**src/rtl/mlh_uart_pkg.sv**
```systemverilog
`default_nettype none
// +----------------------------------------------------------------------+
// | mlh_uart_pkg                                                         |
// | Shared UART framing types and host command codes for the node link.  |
// | Revision: 1.0                                                        |
// +----------------------------------------------------------------------+
package mlh_uart_pkg;

    typedef enum logic [2:0] {
        IDLE  = 3'd0,
        START = 3'd1,
        DATA  = 3'd2,
        STOP  = 3'd3,
        GAP   = 3'd4
    } tx_state_t;

    // Packet-level sequencing: one byte on the wire, or inter-byte idle
    typedef enum logic [1:0] {
        PKT_IDLE = 2'd0,
        PKT_BYTE = 2'd1,
        PKT_GAP  = 2'd2
    } pkt_state_t;

    localparam int PKT_BYTES      = 6;
    localparam int BITS_PER_FRAME = 10;

    localparam logic [7:0] LOAD_D1 = 8'd0;
    localparam logic [7:0] LOAD_D2 = 8'd1;
    localparam logic [7:0] OUT_RES = 8'd2;
    localparam logic [7:0] MUL     = 8'd5;
    localparam logic [7:0] MUL_ADD = 8'd6;

endpackage
`default_nettype wire

```
**src/rtl/uart_byte_tx.sv**
```systemverilog
`default_nettype none
// +----------------------------------------------------------------------+
// | uart_byte_tx                                                         |
// | 8N1 byte serialiser, LSB first, with chained back-to-back launch.    |
// | Revision: 1.0                                                        |
// +----------------------------------------------------------------------+
module uart_byte_tx
    import mlh_uart_pkg::*;
#(
    parameter int BAUD_DIV = 430
) (
    input  logic       clk,
    input  logic       rst,
    input  logic       i_byte_valid,
    input  logic [7:0] i_byte_data,
    output logic       o_byte_done,
    output logic       o_tx
);

    localparam int              c_cnt_w     = $clog2(BAUD_DIV);
    localparam logic [c_cnt_w-1:0] c_baud_last = c_cnt_w'(BAUD_DIV - 1);

    tx_state_t          r_state, w_state;
    logic [c_cnt_w-1:0] r_cnt,   w_cnt;
    logic [2:0]         r_bit,   w_bit;
    logic [7:0]         r_shift, w_shift;
    logic               r_tx,    w_tx;
    logic               w_bit_end;

    always_ff @(posedge clk) begin
        if (rst) begin
            r_state <= IDLE;
            r_cnt   <= '0;
            r_bit   <= '0;
            r_shift <= '0;
            r_tx    <= 1'b1;
        end else begin
            r_state <= w_state;
            r_cnt   <= w_cnt;
            r_bit   <= w_bit;
            r_shift <= w_shift;
            r_tx    <= w_tx;
        end
    end

    always_comb begin
        w_state   = r_state;
        w_cnt     = r_cnt;
        w_bit     = r_bit;
        w_shift   = r_shift;
        w_tx      = r_tx;
        w_bit_end = (r_cnt == c_baud_last);

        if (r_state != IDLE) begin
            w_cnt = w_bit_end ? '0 : r_cnt + 1'b1;
        end

        case (r_state)
            IDLE: begin
                if (i_byte_valid) begin
                    w_state = START;
                    w_shift = i_byte_data;
                    w_tx    = 1'b0;
                    w_cnt   = '0;
                end
            end
            START: begin
                if (w_bit_end) begin
                    w_state = DATA;
                    w_bit   = '0;
                    w_tx    = r_shift[0];
                    w_shift = {1'b1, r_shift[7:1]};
                end
            end
            DATA: begin
                if (w_bit_end) begin
                    if (r_bit == 3'd7) begin
                        w_state = STOP;
                        w_tx    = 1'b1;
                    end else begin
                        w_bit   = r_bit + 1'b1;
                        w_tx    = r_shift[0];
                        w_shift = {1'b1, r_shift[7:1]};
                    end
                end
            end
            STOP: begin
                // A launch presented in the last stop cycle starts the next frame with no idle gap
                if (w_bit_end) begin
                    if (i_byte_valid) begin
                        w_state = START;
                        w_shift = i_byte_data;
                        w_tx    = 1'b0;
                    end else begin
                        w_state = IDLE;
                        w_tx    = 1'b1;
                    end
                end
            end
            default: begin
                w_state = IDLE;
                w_tx    = 1'b1;
                w_cnt   = '0;
            end
        endcase
    end

    assign o_byte_done = (r_state == STOP) && w_bit_end;
    assign o_tx        = r_tx;

endmodule
`default_nettype wire

```
**src/rtl/resp_packet_tx.sv**
```systemverilog
`default_nettype none
// +----------------------------------------------------------------------+
// | resp_packet_tx                                                       |
// | Serialises {ADDR, cmd, data[31:0]} as a 6-byte UART response packet. |
// | Revision: 1.0                                                        |
// +----------------------------------------------------------------------+
module resp_packet_tx
    import mlh_uart_pkg::*;
#(
    parameter logic [7:0] ADDR     = 8'd100,
    parameter int         BAUD_DIV = 430,
    parameter int         GAP_BITS = 1
) (
    input  logic        clk,
    input  logic        rst,
    input  logic        send_valid,
    output logic        send_ready,
    input  logic [7:0]  send_cmd,
    input  logic [31:0] send_data,
    output logic        uart_tx,
    output logic        busy
);

    localparam int                 c_cnt_w     = $clog2(BAUD_DIV);
    localparam logic [c_cnt_w-1:0] c_baud_last = c_cnt_w'(BAUD_DIV - 1);
    localparam int                 c_gap_w     = (GAP_BITS > 1) ? $clog2(GAP_BITS) : 1;
    localparam logic [c_gap_w-1:0] c_gap_last  = c_gap_w'((GAP_BITS > 0) ? GAP_BITS - 1 : 0);
    localparam logic [2:0]         c_last_idx  = 3'(PKT_BYTES - 1);

    pkt_state_t         r_state,   w_state;
    logic [47:0]        r_shift,   w_shift;
    logic [2:0]         r_idx,     w_idx;
    logic [c_cnt_w-1:0] r_gap_cnt, w_gap_cnt;
    logic [c_gap_w-1:0] r_gap_bit, w_gap_bit;
    logic               w_accept;
    logic               w_byte_valid;
    logic [7:0]         w_byte_data;
    logic               w_byte_done;

    always_ff @(posedge clk) begin
        if (rst) begin
            r_state   <= PKT_IDLE;
            r_shift   <= '0;
            r_idx     <= '0;
            r_gap_cnt <= '0;
            r_gap_bit <= '0;
        end else begin
            r_state   <= w_state;
            r_shift   <= w_shift;
            r_idx     <= w_idx;
            r_gap_cnt <= w_gap_cnt;
            r_gap_bit <= w_gap_bit;
        end
    end

    assign send_ready = (r_state == PKT_IDLE);
    assign busy       = ~send_ready;
    assign w_accept   = send_valid && send_ready;

    // Bytes 1..5 are always read from [15:8]; the register rotates so every bit stays live
    always_comb begin
        w_state      = r_state;
        w_shift      = r_shift;
        w_idx        = r_idx;
        w_gap_cnt    = r_gap_cnt;
        w_gap_bit    = r_gap_bit;
        w_byte_valid = 1'b0;
        w_byte_data  = r_shift[15:8];

        case (r_state)
            PKT_IDLE: begin
                w_byte_data = ADDR;
                if (w_accept) begin
                    w_byte_valid = 1'b1;
                    w_state      = PKT_BYTE;
                    w_shift      = {send_data, send_cmd, ADDR};
                    w_idx        = '0;
                end
            end
            PKT_BYTE: begin
                if (w_byte_done) begin
                    if (r_idx == c_last_idx) begin
                        w_state = PKT_IDLE;
                        w_idx   = '0;
                    end else begin
                        w_idx = r_idx + 1'b1;
                        if (GAP_BITS > 0) begin
                            w_state   = PKT_GAP;
                            w_gap_cnt = '0;
                            w_gap_bit = '0;
                        end else begin
                            w_byte_valid = 1'b1;
                            w_shift      = {r_shift[7:0], r_shift[47:8]};
                        end
                    end
                end
            end
            PKT_GAP: begin
                if (r_gap_cnt == c_baud_last) begin
                    w_gap_cnt = '0;
                    if (r_gap_bit == c_gap_last) begin
                        w_byte_valid = 1'b1;
                        w_shift      = {r_shift[7:0], r_shift[47:8]};
                        w_state      = PKT_BYTE;
                    end else begin
                        w_gap_bit = r_gap_bit + 1'b1;
                    end
                end else begin
                    w_gap_cnt = r_gap_cnt + 1'b1;
                end
            end
            default: begin
                w_state = PKT_IDLE;
            end
        endcase
    end

    uart_byte_tx #(
        .BAUD_DIV (BAUD_DIV)
    ) u_byte_tx (
        .clk          (clk),
        .rst          (rst),
        .i_byte_valid (w_byte_valid),
        .i_byte_data  (w_byte_data),
        .o_byte_done  (w_byte_done),
        .o_tx         (uart_tx)
    );

endmodule
`default_nettype wire

```
**config.mk**
```make
export PLATFORM = sky130hd
export DESIGN_NAME = resp_packet_tx
export DESIGN_NICKNAME = d
export VERILOG_FILES = /design/src/rtl/mlh_uart_pkg.sv /design/src/rtl/uart_byte_tx.sv /design/src/rtl/resp_packet_tx.sv
export SDC_FILE = /design/constraint.sdc
export NUM_CORES = 1
export LEC_CHECK = 0
export CORE_ASPECT_RATIO = 1.25
export CORE_MARGIN = 1
export CORE_UTILIZATION = 35
export DETAILED_ROUTE_END_ITERATION = 16
export DONT_BUFFER_PORTS = 1
export GPL_TIMING_DRIVEN = 0
export MAX_ROUTING_LAYER = met4
export SYNTH_ARGS = -nofsm -noshare
export SYNTH_HDL_FRONTEND = slang
export SYNTH_SLANG_ARGS = --single-unit
```
**constraint.sdc**
```tcl
create_clock -name clk -period 2.93 [get_ports clk]
set_input_delay 0.586 -clock clk [delete_from_list [all_inputs] [get_ports clk]]
set_output_delay 0.586 -clock clk [all_outputs]
set_load 0.03 [all_outputs]
```
==> results by stage <==
CTS:
- The post-CTS setup-driven buffer insertion count is 0.
- In this run, CTS created clock tree buffers numbering 9.
- The cell at the root of the clock tree is sky130_fd_sc_hd__clkbuf_16.
- For this design, the CTS-stage hold fixing added 0 buffers.
- The clock passes through at most 2 buffers.
- The depth of the CTS H-tree is 3.
- The TritonCTS clock tree is done.
- The post-cts sizing count is 0.
- The register clock-pin slew on the reported worst setup and hold paths is 0.06 ns.
- The clock drives 85 sinks.
- The latest clock arrival within the worst-skew pair is 0.34 ns.

Routing:
- The total number of vias is 3486.
- The initial detailed-routing violation count is 106.
- The number of antenna-violating nets in the routed design is 0.
- The detailed-routing iteration count for the pre-antenna-repair pass is 4.
- For this run, design rule violations remaining after detail routing come to 0.
- Using the TritonRoute via totals, the vias-per-cell ratio works out to 5.396.
- After detailed routing, the average wire length per cell comes to between 15 and 20 µm.
- The final routed wirelength across all metal layers is 9.873 mm.

Yosys:
- Synthesis instantiated 48 different standard cells from the library.
- The number of nets handed over by synthesis was about 550.
- A synthesized cell averages 8.144 µm².
- Of all flip-flops after synthesis, the portion carrying an async set or reset was 0%.
- The prevailing post-synth register cell is sky130_fd_sc_hd__dfxtp_1.
- The post-synthesis sequential area ratio is a little over two fifths.
- The number of instances in the synthesized netlist is 495.
- The proportion of netlist area held by the largest area contributor is 42.21%.
- Counting flops and latches in the post-synthesis netlist gives 85.
- The synthesized netlist occupies a cell area of 4031 µm².
- The biggest area consumer among synthesized cells is sky130_fd_sc_hd__dfxtp_1.
- The yosys synthesis warning count is 0.
- After synthesis, the cell types taking the most area are sky130_fd_sc_hd__dfxtp_1 (42%), sky130_fd_sc_hd__nand2_1 (9.5%), sky130_fd_sc_hd__a311oi_1 (9.3%).
- Yosys mapped a number of flops with a built-in enable equal to 0.

Finish:
- The library cell used most frequently in the layout, excluding fill and tap cells, is sky130_fd_sc_hd__nand2_1.
- The count of filler cells inserted in the layout is about 1100.
- The library cells used most frequently in the layout, excluding fill and tap cells, are sky130_fd_sc_hd__nand2_1 (102), sky130_fd_sc_hd__nor2_1 (86), sky130_fd_sc_hd__dfxtp_1 (85), sky130_fd_sc_hd__a311oi_1 (43), sky130_fd_sc_hd__clkbuf_1 (22).
- The number of antenna diodes in the final layout is 0.
- The share of final-layout standard cells stronger than drive strength 1 is 8.023%.
- The post-synthesis to final-layout area growth is 11.89%.
- The layout net count is 560.

STA:
- The aggregate negative setup slack is 0 ns.
- The post-layout minimum cycle time is between 2 and 2.5 ns.
- The final count of negative-setup-slack endpoints is 0.
- On the final layout, the worst clock skew is 0.007176 ns.
- The final count of hold timing violations is 0.
- Derived from the worst setup path, the maximum achievable clock frequency is 0.4277 GHz.
- The count of pins over their slew limit came to 0.
- Final hold analysis gives a worst-case slack of 0.3425 ns.
- The pin slew with the least headroom to its limit is 0.7406 ns.
- The final clock period utilization by the worst path is 79.80%.
- The worst relative slew slack is roughly half.
- Setup repair after global routing left no endpoint under its margin.

Global route:
- The via count of the first global-routing pass is 3274.
- For this run the aggregate overflow at the end of global routing stands at 0.
- Entering global routing, the biggest net connects 16 pins.
- The aggregate global-route resource usage is ~18%.
- The first global-routing pass estimated 16.19 mm of wire.
- The initial antenna violation count is 0.

Floorplanning:
- Measured along the y axis, the die boundary spans 122.0 µm.
- The standard-cell row count is 43.
- The total area inside the core boundary comes to between 10000 and 15000 µm².
- 46 I/O pins were placed.
- The die covers 11950 µm².
- From left edge to right edge, the die measures about 100 µm.
- The initial utilization of the core area, before any placement, comes to 36.20%.

Worst setup path:
- The type of destination of the critical path is a flop.
- The kind of critical path is flop to flop.
- The worst-path maximum fanout is 10.
- The worst register-to-register path has a setup slack of between 0.5 and 0.6 ns.
- The critical path data required time is 3.14 ns.
- Data on the critical path arrives at its endpoint at 2.55 ns.
- The startpoint type of the worst setup path is a flop.

Placement:
- The placed wire-length estimate is roughly 7.3 mm.
- Input and output buffers added on the ports amount to 0.
- The routability congestion estimate from global placement is 0.8287.

Min path:
- The tightest min-delay check is of the input pin to flop type.

Run:
- The number of max-cap violations is 0.

Power and ir drop:
- The worst vdd rail ir drop is 343.3 µV.
- Summed over all cells, the static leakage comes to 1.662 nW.
- The total power density per cell area is a little over 700 nW/µm².

Outcome:
- The run finished with clean final reports.
cell usage after synthesis, drive strengths merged, types with 2 or more instances:
cell / n
a211oi: 3
a21oi: 18
a22o: 2
a22oi: 5
a311oi: 43
a31oi: 3
buf: 12
clkbuf: 22
dfxtp: 85
ha: 11
inv: 14
mux2: 2
mux2i: 9
nand2: 102
nand2b: 4
nand3: 10
nand4: 4
nand4bb: 2
nor2: 86
nor2b: 5
nor3: 5
nor4: 2
o21ai: 14
o221ai: 2
o2bb2ai: 2
or3: 5
xnor2: 3
xor2: 5
worst paths after layout:
kind                      end         start  cells after the start
setup reg to reg  r_shift[29]  r_gap_cnt[0]                      6
hold reg to reg   r_shift[17]   r_shift[25]                      2
setup / recovery  r_shift[29]  r_gap_cnt[0]                      6
hold / removal       r_idx[1]    send_valid                      1
worst max-delay path: stages (launching register included):
cell and delay (ns):
sky130_fd_sc_hd__dfxtp_1 0.46, sky130_fd_sc_hd__ha_1 0.19, sky130_fd_sc_hd__nand4_1 0.24, sky130_fd_sc_hd__o32ai_4 0.60, sky130_fd_sc_hd__buf_2 0.32, sky130_fd_sc_hd__buf_2 0.25
sky130_fd_sc_hd__a311oi_1 0.13
logic make-up (layout without fill, tap and decap cells):
group                      count (synthesis)  in the layout  share of synthesized area (%)
AOI/OAI and AO/OA                        100            100                          19.37
xor gates and xnor gates                   8              8                          1.738
adders and majority gates                 11             11                          3.414
buffers and inverters                     48             64                          4.842
DFF                                       85             85                          42.21
muxes                                     11             11                          2.793
and+or+nand+nor                          232            232                          25.64
state kept, by name, summed over array words and instances, names as in the netlist:
register           cells
r_idx                  3
r_state                2
u_byte_tx.r_bit        3
r_shift               48
u_byte_tx.r_state      2
u_byte_tx.r_shift      8
u_byte_tx.o_tx         1
r_gap_cnt              9
u_byte_tx.r_cnt        9
per-layer routing:
| metal | part of all wire (%) | global-route usage [%] | vias up |
|---|---|---|---|
| li1 | - | - | 1763 |
| met3 | 4.1 | 3.787 | 18 |
| met2 | 49 | 30.81 | 61 |
| met4 | 2.8 | 8.523 | 0 |
| met5 | 0 | - | - |
| met1 | 44 | 19.95 | 1644 |
final cells by class:
cell class / count / area [µm²] / area share (%)
inverter: 14 / 52.55 / 1.165
buffer: 34 / 142.6 / 3.162
tap: 135 / 168.9 / 3.745
sequential: 85 / 1702 / 37.73
clock inverter: 6 / 71.32 / 1.581
multi-input combinational: 362 / 2135 / 47.32
clock buffer: 10 / 239.0 / 5.298
per-stage QoR:
step | util, % | worst slack [ns] | instances | cell area, µm² | total power [mW]
2_1_floorplan | - | 1.018 | 495 | 4031 | 1.907
3_3_place_gp | 37.71 | 0.5893 | 630 | 4200 | 2.036
3_5_place_dp | 37.71 | 0.5890 | 630 | 4200 | 2.055
4_1_cts | 40.50 | 0.5760 | 646 | 4511 | 3.233
5_1_grt | 40.50 | 0.4270 | 646 | 4511 | 3.371
6_report | 40.50 | 0.5918 | 646 | 4511 | 3.207
power by group:
group          switching, mW  internal (mW)
registers             0.0866           1.26
clock network          0.489          0.689
logic                  0.417          0.262
total                  0.993           2.21
No activity file was read; power rests on OpenSTA's default activity.
